===== src/rtl/cordic_rom_mc_pkg.sv =====
// Shared constants and helpers for the multi-channel LUT sine generator.
// LUT word layout: [BASE_MSB:BASE_LSB] unsigned base, [SLOPE_MSB:0] unsigned slope.
// round_sat: rounds a MAG_W-bit magnitude to out_w-bit signed range (half up),
//            saturating to the largest positive out_w-bit value.
package cordic_rom_mc_pkg;

    localparam int BASE_MSB  = 47;
    localparam int BASE_LSB  = 24;
    localparam int SLOPE_MSB = 23;
    localparam int MAG_W     = 24;

    function automatic logic [MAG_W-1:0] round_sat(input logic [MAG_W-1:0] mag, input int out_w);
        logic [MAG_W:0] sum;
        logic [MAG_W:0] lim;
        // Add half an output LSB, then drop the fraction; one extra bit of
        // headroom stops the rounding carry from wrapping.
        sum = {1'b0, mag} + ((MAG_W+1)'(1) << (MAG_W - out_w));
        sum = sum >> (MAG_W + 1 - out_w);
        lim = ((MAG_W+1)'(1) << (out_w - 1)) - (MAG_W+1)'(1);
        if (sum > lim)
            sum = lim;
        return sum[MAG_W-1:0];
    endfunction

endpackage


===== src/rtl/cordic_lut_ram.sv =====
// Quarter-wave LUT storage: one write port, one registered read port.
// Ports: clk; we/waddr/wdata write port; re/raddr read request; rdata
// registered read data (holds when re is low). Contents are not reset.
module cordic_lut_ram #(
    parameter int ADDR_W = 6,
    parameter int DATA_W = 48
) (
    input  logic              clk,
    input  logic              we,
    input  logic [ADDR_W-1:0] waddr,
    input  logic [DATA_W-1:0] wdata,
    input  logic              re,
    input  logic [ADDR_W-1:0] raddr,
    output logic [DATA_W-1:0] rdata
);

    logic [DATA_W-1:0] mem [2**ADDR_W];

    always_ff @(posedge clk) begin
        if (we)
            mem[waddr] <= wdata;
        if (re)
            rdata <= mem[raddr];
    end

endmodule


===== src/rtl/cordic_rom_mc.sv =====
// Multi-channel loadable-LUT sine generator.
// CH phase accumulators share one fold / lookup / interpolate / round pipeline,
// one channel slot per clock. Output sample is valid 4 clocks after its slot.
// Ports: clk, reset (sync, active low), cen (active-low enable, high freezes),
// wen (active-low LUT write), waddr/wdata (LUT load), fcw/offset (packed per
// channel), phase_clr (per channel, sampled at its slot), sin_amp/out_ch/out_valid.
module cordic_rom_mc
    import cordic_rom_mc_pkg::*;
#(
    parameter int CH      = 4,
    parameter int PHASE_W = 16,
    parameter int ADDR_W  = 6,
    parameter int DATA_W  = 48,
    parameter int OUT_W   = 16,
    localparam int CH_W   = (CH > 1) ? $clog2(CH) : 1
) (
    input  logic                    clk,
    input  logic                    reset,
    input  logic                    cen,
    input  logic                    wen,
    input  logic [ADDR_W-1:0]       waddr,
    input  logic [DATA_W-1:0]       wdata,
    input  logic [CH*PHASE_W-1:0]   fcw,
    input  logic [CH*PHASE_W-1:0]   offset,
    input  logic [CH-1:0]           phase_clr,
    output logic [OUT_W-1:0]        sin_amp,
    output logic [CH_W-1:0]         out_ch,
    output logic                    out_valid
);

    localparam int FRAC_W = PHASE_W - 2 - ADDR_W;
    localparam int PROD_W = MAG_W + FRAC_W;
    localparam int STAGES = 4;

    logic run_en, wr_en;
    assign run_en = reset & ~cen &  wen;
    assign wr_en  = reset & ~cen & ~wen;

    logic [PHASE_W-1:0] acc [CH];
    logic [CH_W-1:0]    slot;
    logic [STAGES:0]    vld_pipe;   // [0]=S1 .. [3]=S4 inputs, [STAGES]=out_valid

    // Slot selection and quadrant fold
    logic [PHASE_W-1:0] cur_fcw, cur_phase;
    logic [1:0]         cur_q;
    logic [PHASE_W-3:0] cur_r;

    always_comb begin
        cur_fcw   = fcw[slot*PHASE_W +: PHASE_W];
        cur_phase = acc[slot] + offset[slot*PHASE_W +: PHASE_W];
        cur_q     = cur_phase[PHASE_W-1:PHASE_W-2];
        // Odd quadrants run the table backwards.
        cur_r     = cur_q[0] ? ~cur_phase[PHASE_W-3:0] : cur_phase[PHASE_W-3:0];
    end

    // Stage registers
    logic [1:0]         s1_q, s2_q, s3_q, s4_q;
    logic [ADDR_W-1:0]  s1_idx;
    logic [FRAC_W-1:0]  s1_frac, s2_frac;
    logic [CH_W-1:0]    s1_ch, s2_ch, s3_ch, s4_ch;
    logic [DATA_W-1:0]  lut_word;
    logic [MAG_W-1:0]   s3_base, s3_prod, s4_mag;

    cordic_lut_ram #(.ADDR_W(ADDR_W), .DATA_W(DATA_W)) u_lut (
        .clk   (clk),
        .we    (wr_en),
        .waddr (waddr),
        .wdata (wdata),
        .re    (run_en),
        .raddr (s1_idx),
        .rdata (lut_word)
    );

    logic [MAG_W:0]   mag_sum;
    logic [OUT_W-1:0] m;

    assign mag_sum = {1'b0, s3_base} + {1'b0, s3_prod};
    assign m       = OUT_W'(round_sat(s4_mag, OUT_W));

    always_ff @(posedge clk) begin
        if (!reset) begin
            for (int i = 0; i < CH; i++)
                acc[i] <= '0;
            slot      <= '0;
            vld_pipe  <= '0;
            sin_amp   <= '0;
            out_ch    <= '0;
        end else if (cen) begin
            vld_pipe[STAGES] <= 1'b0;
        end else if (!wen) begin
            vld_pipe <= '0;
        end else begin
            // Slot phase uses the pre-clear accumulator value.
            acc[slot] <= phase_clr[slot] ? '0 : acc[slot] + cur_fcw;
            slot      <= (slot == CH_W'(CH - 1)) ? '0 : slot + 1'b1;
            vld_pipe  <= {vld_pipe[STAGES-1:0], 1'b1};

            s1_q    <= cur_q;
            s1_idx  <= cur_r[PHASE_W-3 -: ADDR_W];
            s1_frac <= cur_r[FRAC_W-1:0];
            s1_ch   <= slot;

            s2_q    <= s1_q;
            s2_frac <= s1_frac;
            s2_ch   <= s1_ch;

            s3_q    <= s2_q;
            s3_ch   <= s2_ch;
            s3_base <= lut_word[BASE_MSB:BASE_LSB];
            s3_prod <= MAG_W'((PROD_W'(lut_word[SLOPE_MSB:0]) * PROD_W'(s2_frac)) >> FRAC_W);

            s4_q    <= s3_q;
            s4_ch   <= s3_ch;
            s4_mag  <= mag_sum[MAG_W] ? '1 : mag_sum[MAG_W-1:0];

            // Sample/channel only move on a real sample so they hold otherwise.
            if (vld_pipe[STAGES-1]) begin
                sin_amp <= s4_q[1] ? -m : m;
                out_ch  <= s4_ch;
            end
        end
    end

    assign out_valid = vld_pipe[STAGES];

endmodule


===== config.mk =====
export PLATFORM = sky130hd
export DESIGN_NAME = cordic_rom_mc
export DESIGN_NICKNAME = d
export VERILOG_FILES = /design/src/rtl/cordic_rom_mc_pkg.sv /design/src/rtl/cordic_lut_ram.sv /design/src/rtl/cordic_rom_mc.sv
export SDC_FILE = /design/constraint.sdc
export NUM_CORES = 2
export LEC_CHECK = 0
export CAP_MARGIN = 20
export CORE_ASPECT_RATIO = 1.1
export CORE_MARGIN = 2
export CORE_UTILIZATION = 55
export CTS_BUF_LIST = sky130_fd_sc_hd__clkbuf_8
export DETAILED_ROUTE_END_ITERATION = 6
export PLACE_DENSITY_LB_ADDON = 0.2
export SLEW_MARGIN = 30
export SYNTH_ARGS = -nofsm -noshare
export SYNTH_HDL_FRONTEND = slang
export SYNTH_HIERARCHICAL = 1
export SYNTH_SLANG_ARGS = --single-unit

===== constraint.sdc =====
create_clock -name clk -period 10.06 [get_ports clk]
set_input_delay 2.012 -clock clk [delete_from_list [all_inputs] [get_ports clk]]
set_output_delay 2.012 -clock clk [all_outputs]
set_load 0.005 [all_outputs]

Yosys cells after proc, flatten, opt, wreduce, memory -nomap -nowiden --
Memory sizes are Yosys's and may differ from the RTL's. A register that Yosys moved wholly into a read port is not among the register bits. Index checks and enable logic that the tools add are counted.
Word-level totals: register bits after elaboration 135, output and inout bits 19, memories kept 2, memory bits (writable) 3136, input port bits 190
Cells by class: $add $sub $neg 6, muxes and demuxes 20, shifts and indexed selects 2, equality and inequality tests 1, reduce and logical (&&, ||, !) cells 5, magnitude comparators 2, multiply operators 1, bitwise operators 7
Memory list:
- u_lut.mem | words 64, width 48, read ports 1, clocked after Yosys merged registers in 1, write ports 1, RTL line cordic_lut_ram.sv:17 | logic [DATA_W-1:0] mem [2**ADDR_W];
- acc | words 4, width 16, read ports 1, clocked after Yosys merged registers in 1, write ports 4, RTL line cordic_rom_mc.sv:39 | logic [PHASE_W-1:0] acc [CH];
Operator list (number):
- $shiftx A64 B7 Y16 | 2
- $mux W16 | 4
- $add A16 B16 Y16 | 2
- $mul A24 B8 Y32 | 1
- $add A24 B24 Y25 | 1
- $add A24 B9 Y25 const B | 1
- $gt A16 B15 Y1 const B | 1
- $neg A16 Y16 | 1
- $reduce_or A16 Y1 | 1
- $mux W14 | 1
- $not A14 Y14 | 1
- $mux W1 | 9
- $mux W2 | 4
- $reduce_and A3 Y1 | 2
- $mux W4 | 1
- $and A1 B1 Y1 | 3
- $lt A2 B3 Y1 const B | 1
- $not A1 Y1 | 3
- $reduce_or A3 Y1 | 1
- $add A2 B1 Y2 const B | 1
- $bmux W1 S2 | 1
- $eq A2 B2 Y1 const B | 1
- $reduce_and A2 Y1 | 1

Depth between registers and ports, before layout --
word-level depth 6, mapped depth 19, mapped depth without buffers 18

Modules after synthesis --
Netlist, hierarchy kept.
By module, submodules not included:
- cordic_lut_ram | sequential area each 93689.9 sq um, times used 1, area an instance 117597.8 sq um, cells an instance 4970
- cordic_rom_mc | sequential area each 5405.2 sq um, times used 1, area an instance 15874.0 sq um, cells an instance 1449

Least setup slack after synthesis --
Ideal clock, no wire load.
kind input -> register, start input port reset, end memory u_lut.mem[48][0], enable pin, buffers on the path 1, data required time 9547 ps, slack 3291 ps, library setup time 513 ps, stages on the path 6, arrival time 6256 ps, path through inv_1 -> clkbuf_1 -> nor3_1 -> nor2b_1 -> nand4b_1 -> nor3_1
On the way: word-level cells in the longest chain between the ends 4
RTL lines:
- from (decl) | RTL line cordic_rom_mc.sv:18 | input logic reset,
- $and A1 B1 Y1 (2 in a row) | RTL line cordic_rom_mc.sv:37 | assign wr_en = reset & ~cen & ~wen;
- net wr_en | RTL line cordic_rom_mc.sv:35 | logic run_en, wr_en;
- $mux W1 | RTL line cordic_lut_ram.sv:20 | if (we)
- $mux W1 (not written as such) | RTL line cordic_lut_ram.sv:21 | mem[waddr] <= wdata;
- to (decl) | RTL line cordic_lut_ram.sv:17
The timed path passes the listed nets, and every way through them passes these cells.

Final worst setup path --
start register s2_frac[3], end register s3_prod[23] (data pin)
On the way: word-level cells in the longest chain between the ends 1
RTL lines:
- from (decl) | RTL line cordic_rom_mc.sv:59 | logic [FRAC_W-1:0] s1_frac, s2_frac;
- from (signal assigned) | RTL line cordic_rom_mc.sv:104 | s2_frac <= s1_frac;
- $mul A24 B8 Y32 | RTL line cordic_rom_mc.sv:110 | s3_prod <= MAG_W'((PROD_W'(lut_word[SLOPE_MSB:0]) * PROD_W'(s2_frac)) >> FRAC_W);
- to (signal assigned) | RTL line cordic_rom_mc.sv:110
- to (decl) | RTL line cordic_rom_mc.sv:62 | logic [MAG_W-1:0] s3_base, s3_prod, s4_mag;
Every way passes these cells. A chain may end at the register's enable or synchronous reset.

==> reports/metrics.cfg <==
[grt]
gr-total-overflow=0
antenna_found_initial=24
grt_pass1_wl_um=507000
grtUsageTotal_pct=29.2
grt_max_degree=109
grt_pass1_vias=69600

[cts]
cts-root-buf=clkbuf_8
h-tree-depth=6
tritoncts=built
ctsHoldBuffers=0
numCtsBuffers=526
post_cts_buffers=0
clk_latency_ps=1050
clk_pin_slew_ps=60
post_cts_resize_count=0
clkSinkCount=3309
cts.path.max_buffers=4

[timing]
timing.hold.ws_ps=399
post-route-min-period_ps=6020
final.setup.tns_ps=0
max_slew_margin_pct=30.1
hold_violations=0
worst_pin_slew_ps=1050
rsz0062_at_grt=no
fmaxAchievable_mhz=166
fin_skew_ps=52.8
finalCritPeriodShare_pct=59.9
setup_viol=0
slew_viol_final=0

[hold_path]
hp-class=reg -> reg

[floorplanning]
die_w_um=474
ios=209
rows=189
die_area_um2=247000
core_area_um2=241000
die_y_um=521
initial_core_util_pct=55.3

[setup_path]
required_ps=10840
path_class=reg -> reg
cp.arrival_ps=6810
worstPathMaxFanout=24
crit_path_end_kind=flip-flop
start_kind=flip-flop

[status]
status=finished with violations
failed_checks=antenna rules

[power]
powerDensity_nw_per_um2=202
ir_drop_mv=0.170
p_leak_nw=48.8

[synthesis]
ys_async_sr_fraction_pct=0
synth_warnings=6
synth_edf_count=3282
yosysUniqueCellTypes=84
synth_compound_area_share_pct=3.60
synthMuxAreaShare_pct=14.2
syn_avg_cell_area_um2=20.8
syn_nets=6847
synth_top_family_by_area=multiplexers
yosys.area_share.simple_pct=2.64
ys.flop_type=edfxtp_1
syn_inst=6419
synth-xor-area-share_pct=0.662
synth-seq-cells=3309
synth_fa_ha_area_share_pct=2.98
netlist_area_um2=133000
synth_seq_area_share_pct=74.2

[routing]
wl_um=360000
drc=0
ant_nets=1
post_drt_via_cell_ratio=6.50
firstDrtPassIters=5
vias=69000
routedWlPerCell_um=33.9
drtIter0Drc=9009

[flow_run]
cap_violations=0

[placed_design]
port-buffer-count=208
gp_congestion=0.886
hpwl_um=220000

[cells_and_area]
final_common_cell=edfxtp_1
drive_above_1_share_pct=24.8
syn_to_final_growth_pct=12.3
mostFrequentLayoutCells=edfxtp_1, mux4_2, clkbuf_8
nets=7494
postLayoutCoreUtil_pct=62.1

==> synth_stat cells, drive strengths merged, types with 30 or more instances <==
cell type	number	area share (%)
fa	133	2.0
buf	193	0.88
mux2i	69	0.52
and2	146	0.69
o22ai	123	0.58
a22oi	74	0.42
xnor2	73	0.48
a221oi	83	0.54
mux4	803	14
nand2	183	0.51
ha	105	0.98
nor2	237	0.67
a21oi	133	0.50
nand3	30	0.11
clkbuf	134	0.38
edfxtp	3282	74
inv	155	0.44
a22o	57	0.37
nor2b	33	0.15
a211oi	48	0.27
o21ai	39	0.15
==> path summary, 6_finish.rpt <==
check / start / to / slack [ps] / cells past startpoint
worst max-delay path: s2_frac[3] / s3_prod[23] / 4040 / 16
worst min-delay path: u_lut/rdata[39] / s3_base[15] / 400 / 0
worst max register to register: s2_frac[3] / s3_prod[23] / 4040 / 16
worst min register to register: u_lut/rdata[39] / s3_base[15] / 400 / 0
==> state kept, by name, indices dropped and copies added, names as in the netlist, 6 cells and up, named ones only <==
register	count
s1_frac	8
u_lut/mem	3072
s4_mag	16
s3_prod	24
u_lut/rdata	48
s2_frac	8
s3_base	24
acc	64
s1_idx	6
sin_amp	16
==> power breakdown <==
group,internal [mW],switching [mW]
Sequential,15.4,0.0708
Combinational,1.68,2.71
Clock,5.26,5.19
==> routing by layer <==
layer	global-route usage (%)	share of wire [%]
met2	47.3	49
met1	38.9	36
met5	0	0.0078
met3	5.93	10
met4	13.0	4.7
==> critical path, cell delays in order (launching register included) <==
cell and delay (ps):
edfxtp_1 1030, and2_1 280, fa_1 450, fa_1 500
fa_1 500, inv_1 50, fa_1 490, inv_1 40
ha_1 330, and3_4 210, a2111oi_4 360, o21ai_2 170
or2_1 270, a221o_2 420, a41o_1 310, a31oi_1 230
xnor2_1 80
==> cells by family after synthesis <==
logic type | Yosys count
compound gates | 677
simple gates | 728
flops | 3309
xor+xnor | 100
mux | 885
fa+ha+maj | 238
buf+inv | 482
==> per-stage QoR <==
step	worst slack (ps)	std cells	cell area, um2	power [mW]
3_3_place_gp	3230	9660	140000	20.0
2_1_floorplan	3290	6419	133000	18.4
6_report	4040	10600	150000	30.3
4_1_cts	4070	10600	150000	30.4
5_1_grt	3820	10600	150000	31.3
3_5_place_dp	3170	9680	140000	20.1
==> area by class of cell <==
cell class | count | area (um2)
Sequential cell | 3309 | 99100
Clock inverter | 353 | 1850
Timing Repair Buffer | 446 | 4150
Antenna cell | 24 | 60.1
Clock buffer | 544 | 7490
Fill cell | 16600 | 91300
Multi-Input combinational cell | 2628 | 32700
Inverter | 155 | 586
Tap cell | 3151 | 3940
(Power assumes the default switching activity.)
